File: src/rtl/div_unit_if.sv
// div_unit_if: EX-stage request/response bundle for the multi-cycle divider.
// master = EX stage (drives operands and control), slave = div_unit.
interface div_unit_if #(
    parameter int unsigned WIDTH = 32
) ();

    logic                 signed_div_i;
    logic [WIDTH-1:0]     opdata1_i;
    logic [WIDTH-1:0]     opdata2_i;
    logic                 start_i;
    logic                 annul_i;
    logic [2*WIDTH-1:0]   result_o;
    logic                 ready_o;

    modport master (
        output signed_div_i,
        output opdata1_i,
        output opdata2_i,
        output start_i,
        output annul_i,
        input  result_o,
        input  ready_o
    );

    modport slave (
        input  signed_div_i,
        input  opdata1_i,
        input  opdata2_i,
        input  start_i,
        input  annul_i,
        output result_o,
        output ready_o
    );

endinterface

File: src/rtl/div_unit.sv
// div_unit: multi-cycle radix-2 restoring divider for DIV/DIVU in EX.
// result_o = {remainder, quotient}; ready_o is held while start_i stays high.
// Optional macro DIV_EARLY_OUT_EN: skip the iteration when |divisor| > |dividend|.
module div_unit #(
    parameter int unsigned WIDTH = 32
) (
    input  logic         clk,
    input  logic         rst,
    div_unit_if.slave    bus
);

    localparam int unsigned CNT_W = $clog2(WIDTH) + 1;
    localparam logic [WIDTH-1:0] ONE_W = {{(WIDTH-1){1'b0}}, 1'b1};

    typedef enum logic [1:0] {
        S_FREE   = 2'd0,
        S_BYZERO = 2'd1,
        S_ON     = 2'd2,
        S_END    = 2'd3
    } state_t;

    state_t             state_q, state_d;
    logic [WIDTH-1:0]   rem_q, rem_d;
    logic [WIDTH-1:0]   quo_q, quo_d;
    logic [WIDTH-1:0]   dvs_q, dvs_d;
    logic [CNT_W-1:0]   cnt_q, cnt_d;
    logic               sign1_q, sign1_d;
    logic               sign2_q, sign2_d;
    logic               signed_q, signed_d;
    logic               ready_q, ready_d;
    logic [2*WIDTH-1:0] result_q, result_d;

    logic [WIDTH-1:0]   mag1_c, mag2_c;
    logic [WIDTH:0]     shifted_c, trial_c;
    logic [WIDTH-1:0]   quo_fix_c, rem_fix_c;
    logic               neg_quo_c, neg_rem_c;

    // Operand magnitudes; the most negative value keeps its unsigned magnitude.
    assign mag1_c = (bus.signed_div_i && bus.opdata1_i[WIDTH-1]) ?
                    ((~bus.opdata1_i) + ONE_W) : bus.opdata1_i;
    assign mag2_c = (bus.signed_div_i && bus.opdata2_i[WIDTH-1]) ?
                    ((~bus.opdata2_i) + ONE_W) : bus.opdata2_i;

    // One restoring step: shift in the next dividend bit and trial-subtract.
    assign shifted_c = {rem_q, quo_q[WIDTH-1]};
    assign trial_c   = shifted_c - {1'b0, dvs_q};

    // Sign post-correction applied when the result is presented.
    assign neg_quo_c = signed_q & (sign1_q ^ sign2_q);
    assign neg_rem_c = signed_q & sign1_q;
    assign quo_fix_c = neg_quo_c ? ((~quo_q) + ONE_W) : quo_q;
    assign rem_fix_c = neg_rem_c ? ((~rem_q) + ONE_W) : rem_q;

    // Next-state, datapath and output decode.
    always_comb begin
        state_d  = state_q;
        rem_d    = rem_q;
        quo_d    = quo_q;
        dvs_d    = dvs_q;
        cnt_d    = cnt_q;
        sign1_d  = sign1_q;
        sign2_d  = sign2_q;
        signed_d = signed_q;
        ready_d  = 1'b0;
        result_d = '0;

        case (state_q)
            S_FREE: begin
                if (bus.start_i && !bus.annul_i) begin
                    if (bus.opdata2_i == '0) begin
                        state_d = S_BYZERO;
                    end
`ifdef DIV_EARLY_OUT_EN
                    else if (mag2_c > mag1_c) begin
                        // Quotient is zero and the dividend is the remainder as-is.
                        state_d  = S_END;
                        rem_d    = bus.opdata1_i;
                        quo_d    = '0;
                        sign1_d  = 1'b0;
                        sign2_d  = 1'b0;
                        signed_d = 1'b0;
                    end
`endif
                    else begin
                        state_d  = S_ON;
                        rem_d    = '0;
                        quo_d    = mag1_c;
                        dvs_d    = mag2_c;
                        cnt_d    = '0;
                        sign1_d  = bus.opdata1_i[WIDTH-1];
                        sign2_d  = bus.opdata2_i[WIDTH-1];
                        signed_d = bus.signed_div_i;
                    end
                end
            end

            S_BYZERO: begin
                if (bus.annul_i) begin
                    state_d = S_FREE;
                end else begin
                    state_d  = S_END;
                    rem_d    = '0;
                    quo_d    = '0;
                    signed_d = 1'b0;
                end
            end

            S_ON: begin
                if (bus.annul_i) begin
                    state_d = S_FREE;
                end else if (cnt_q != CNT_W'(WIDTH)) begin
                    if (!trial_c[WIDTH]) begin
                        rem_d = trial_c[WIDTH-1:0];
                        quo_d = {quo_q[WIDTH-2:0], 1'b1};
                    end else begin
                        rem_d = shifted_c[WIDTH-1:0];
                        quo_d = {quo_q[WIDTH-2:0], 1'b0};
                    end
                    cnt_d = cnt_q + CNT_W'(1);
                    if (cnt_d == CNT_W'(WIDTH)) begin
                        state_d = S_END;
                    end
                end else begin
                    state_d = S_END;
                end
            end

            S_END: begin
                if (bus.annul_i) begin
                    state_d = S_FREE;
                end else if (bus.start_i) begin
                    ready_d  = 1'b1;
                    result_d = {rem_fix_c, quo_fix_c};
                end else begin
                    state_d = S_FREE;
                end
            end

            default: begin
                state_d = S_FREE;
            end
        endcase
    end

    // State, datapath and registered outputs.
    always_ff @(posedge clk or negedge rst) begin
        if (!rst) begin
            state_q  <= S_FREE;
            rem_q    <= '0;
            quo_q    <= '0;
            dvs_q    <= '0;
            cnt_q    <= '0;
            sign1_q  <= 1'b0;
            sign2_q  <= 1'b0;
            signed_q <= 1'b0;
            ready_q  <= 1'b0;
            result_q <= '0;
        end else begin
            state_q  <= state_d;
            rem_q    <= rem_d;
            quo_q    <= quo_d;
            dvs_q    <= dvs_d;
            cnt_q    <= cnt_d;
            sign1_q  <= sign1_d;
            sign2_q  <= sign2_d;
            signed_q <= signed_d;
            ready_q  <= ready_d;
            result_q <= result_d;
        end
    end

    assign bus.ready_o  = ready_q;
    assign bus.result_o = result_q;

endmodule

File: src/flat_wrapper.sv
// flat-port wrapper written by rule: the top's interface ports become plain ports
module div_unit_flat 
#(
    parameter int unsigned WIDTH = 32
)
  (clk, rst, bus_signed_div_i, bus_opdata1_i, bus_opdata2_i, bus_start_i, bus_annul_i, bus_result_o, bus_ready_o);
  div_unit_if #(.WIDTH(WIDTH)) bus_i ();
  input  logic clk;
  input  logic rst;
  input wire logic [$bits(bus_i.signed_div_i)-1:0] bus_signed_div_i;
  input wire logic [$bits(bus_i.opdata1_i)-1:0] bus_opdata1_i;
  input wire logic [$bits(bus_i.opdata2_i)-1:0] bus_opdata2_i;
  input wire logic [$bits(bus_i.start_i)-1:0] bus_start_i;
  input wire logic [$bits(bus_i.annul_i)-1:0] bus_annul_i;
  output wire logic [$bits(bus_i.result_o)-1:0] bus_result_o;
  output wire logic [$bits(bus_i.ready_o)-1:0] bus_ready_o;
  assign bus_i.signed_div_i = bus_signed_div_i;
  assign bus_i.opdata1_i = bus_opdata1_i;
  assign bus_i.opdata2_i = bus_opdata2_i;
  assign bus_i.start_i = bus_start_i;
  assign bus_i.annul_i = bus_annul_i;
  assign bus_result_o = bus_i.result_o;
  assign bus_ready_o = bus_i.ready_o;
  div_unit #(.WIDTH(WIDTH)) u_core (.clk(clk), .rst(rst), .bus(bus_i));
endmodule
File: config.mk
export PLATFORM = sky130hd
export DESIGN_NAME = div_unit_flat
export DESIGN_NICKNAME = d
export VERILOG_FILES = /design/src/rtl/div_unit_if.sv /design/src/rtl/div_unit.sv /design/src/flat_wrapper.sv
export SDC_FILE = /design/constraint.sdc
export NUM_CORES = 1
export LEC_CHECK = 0
export CAP_MARGIN = 30
export CORE_AREA = 3 3 146 148
export DETAILED_ROUTE_END_ITERATION = 8
export DIE_AREA = 0 0 149 151
export GPL_TIMING_DRIVEN = 0
export HOLD_SLACK_MARGIN = 0.15
export PLACE_DENSITY = 0.88
export SLEW_MARGIN = 20
export SYNTH_ARGS = -nofsm -noshare
export SYNTH_HDL_FRONTEND = slang
export SYNTH_SLANG_ARGS = --single-unit
File: constraint.sdc
create_clock -name clk -period 4.7 [get_ports clk]
set_clock_uncertainty 0.2 [all_clocks]
set_input_delay 0.94 -clock clk [delete_from_list [all_inputs] [get_ports clk]]
set_output_delay 0.94 -clock clk [all_outputs]
set_load 0.005 [all_outputs]
==> metrics.md <==
| Metric | Value |
|---|---|
| Status | finished clean |
| Req. time, crit path | roughly 4800 ps |
| Synthesized instance count | 1,361 |
| Yosys top cell area share | 37.52% |
| Io pins | 134 |
| CTS tree | done |
| Max cap viols | 0 |
| Startpoint Class | input port |
| Cell Area, Placed | between 10,000 and 15,000 um^2 |
| Non-Filler Instances | 1,798 |
| Flops & latches, synth | 172 |
| Fmax | 0.2467 GHz |
| Met3 GRT Util | 4.698% |
| Vias in the first global route | around 9,700 |
| Final net count | approximately 1,600 |
| Design Area, Final | 13,770 um^2 |
| Core area | roughly 20,000 um^2 |
| Clk Tree Root Cell | clkbuf_16 |
| Setup violators final | 0 |
| CTS Hold Bufs | 0 |
| Placed cells | between 1,500 and 2,000 |
| Register area share after synthesis | 37.52% |
| Fraction of layout cells with a size suffix above 1 | 4.647% |
| Initial antenna violation count | 0 |
| Avg Cell Area, Syn | 8.428 um^2 |
| Critical path fanouts, max | 10 |
| Die Area | between 20,000 and 25,000 um^2 |
| H-tree levels | 4 |
| Met1 usage | between 30% and 40% |
| Fin. max-slew vios | 0 |
| Worst slew margin | 37.75% |
| GRT overflow | 0 |
| Drt via density | ~5.9 |
| Area Overhead vs Synth | 20.06% |
| Syn. warnings | 0 |
| Total CTS buffers | 17 |
| Mapped Area | 11,470 um^2 |
| Remaining DRCs | 0 |
| Worst-skew pair later-pin latency | 440 ps |
| Pre-CTS setup slack | 285.9 ps |
| Global-route wire length before repair | 49,680 um |
| CTS resizes | 0 |
| Die X-Extent | 149 um |
| Fill count | about 1,600 |
| Routed Antenna Nets | 0 |
| Wirelength, routed | 31,030 um |
| WP data arrival | 4170 ps |
| Dpl hpwl | 24,010 um |
| Total GRT Usage | 27.40% |
| EDFF count, synth | 0 |
| Largest net degree at the start of global routing | 94 |
| First-pass detailed-route iteration total | 5 |
| Cell with the most instances after synthesis | dfrtp_1 |
| PortBufs | 133 |
| Min-delay worst type | in -> async |
| Period Utilization, post-route | 86.26% |
| Crit path kind | in -> reg |
| Setup repair bufs after CTS | 0 |
| Global-route track usage on met2 | between 40% and 50% |
| Primary FF master, synth | dfrtp_1 |
| Unrepaired setup endpoints after global routing | no |
| Hold Vio Cnt, Final | 0 |
| Reg-to-reg slack, setup | 850 ps |
| Initial core utilization | about 57% |
| Synth top cells by count | dfrtp_1 (172), nor2_1 (162), nand2_1 (142) |
| Worst Tran Pin Value | 925.2 ps |
| Sink Count | 172 |
| CP endpoint kind | flip-flop |
| Yosys cell types | 71 |
| Busiest grt layer | met2 |
| Cell taking the most area after synthesis | dfrtp_1 |
| Synth top area cells | dfrtp_1 (38%), a21oi_1 (5.7%), nor2_1 (5.3%) |
| Vias | 10,630 |
| GPL Wtd Cong | 0.9568 |
| Num rows | 52 |
| Max clock buf depth | 2 |
| Lkg Pwr | 0.005917 uW |
| Diode count | 0 |
| Min Clock Period, post-route | around 4100 ps |
| Worst VDD drop | between 0.3 and 0.4 mV |
| DR iter-0 viols | 1,222 |
| Pwr Density | 647.1 nW/um^2 |
| Chip Height | 151 um |
| PnR worst setup slack | 645.8 ps |
| WL/cell | 17.26 um |
| Syn Nets | 1,474 |
| CTS clk-pin slew, worst paths | 80 ps |
| Ys async rst share | 100.0% |
| Setup_tns | 0 ps |
==> area by class of cell <==
cell class | count | area [um^2] | share of cell area (%)
tap | 270 | 337.8 | 2.453
buffer | 73 | 312.8 | 2.271
sequential | 172 | 4304 | 31.25
clock inverter | 15 | 168.9 | 1.226
timing repair buffer | 135 | 1369 | 9.939
inverter | 68 | 255.2 | 1.853
multi-input combinational | 1048 | 6599 | 47.91
clock buffer | 17 | 425.4 | 3.089
==> report_power, final <==
group	switching [uW]	total (uW)	leakage [uW]	internal, uW
sequential	522	2430	0.00225	1900
clock	689	1410	0.000292	717
combinational	3160	5080	0.00338	1920
==> cell usage in the layout (no fill, tap or decap), drive strengths merged, types with 7 or more instances in the layout <==
| cell type | instances |
|---|---|
| a31oi | 14 |
| clkdlybuf4s50 | 132 |
| nor2b | 10 |
| a311o | 10 |
| o31ai | 19 |
| clkinv | 7 |
| buf | 22 |
| inv | 76 |
| ha | 43 |
| clkbuf | 71 |
| xor2 | 68 |
| and3 | 9 |
| a21oi | 131 |
| or4 | 27 |
| o41ai | 9 |
| nand2b | 11 |
| nor2 | 162 |
| xnor2 | 68 |
| a21o | 16 |
| or3 | 16 |
| nand3 | 23 |
| nand4 | 10 |
| o211ai | 7 |
| o21ai | 90 |
| nand2 | 142 |
| nor4 | 19 |
| nor3 | 26 |
| a2bb2oi | 11 |
| dfrtp | 172 |
| and2 | 16 |
| o311ai | 15 |
| o21a | 7 |
| a311oi | 10 |
==> sequential cells by signal (all words and copies together), names as in the netlist, 2 cells and up <==
signal and flops:
u_core.dvs_q 32, u_core.rem_q 32, u_core.quo_q 32, u_core.bus.result_o 64, u_core.cnt_q 6, u_core.state_q 2
==> through the flow <==
stage	hold slack, ps	power, uW	util, %
after floorplan	248.5	6016	-
after global placement	263.7	7210	65.15
after CTS	272.1	8800	68.26
after detailed placement	266.9	7362	65.31
final	245.1	8912	68.28
after global routing	305.7	9590	68.28
==> worst paths after layout <==
kind,cells after the start,end,start
min reg2reg,2,u_core.dvs_q[31],u_core.dvs_q[31]
max,11,u_core.rem_q[24],bus_opdata2_i[6]
max reg2reg,12,u_core.rem_q[1],u_core.quo_q[31]
min in group clk,2,u_core.dvs_q[31],u_core.dvs_q[31]
min,1,u_core.bus.result_o[27],rst
max in group asynchronous,2,u_core.dvs_q[6],rst
==> kinds of logic (layout without fill, tap and decap cells) <==
kind of cell             Yosys count  after routing  synth area share (%)
adder cells (fa/ha/maj)           44             44                 4.865
AND/OR/NAND/NOR                  483            483                 20.30
buffers and inverters            141            308                 4.952
flip-flops                       172            172                 37.52
XOR/XNOR                         136            136                 10.38
AO/OA/AOI/OAI                    377            377                 21.25
multiplexers                       8              8                0.7308
==> critical path, stage by stage <==
cell,delay [ps]
clkdlybuf4s50_1,490
nor4_1,490
and3_1,220
clkbuf_1,260
and4_1,280
a31oi_1,110
buf_2,220
nand3_1,280
clkbuf_1,400
a311oi_1,110
a311o_1,350
==> layer usage <==
metal  wire [um]  vias up  share of wire [%]
met2       14100      448                 45
li1            -     5148                  -
met3        2563       37                8.3
met5           0        -                  0
met4         491        0                1.6
met1       13870     4993                 45
No activity file was read; power rests on OpenSTA's default activity.
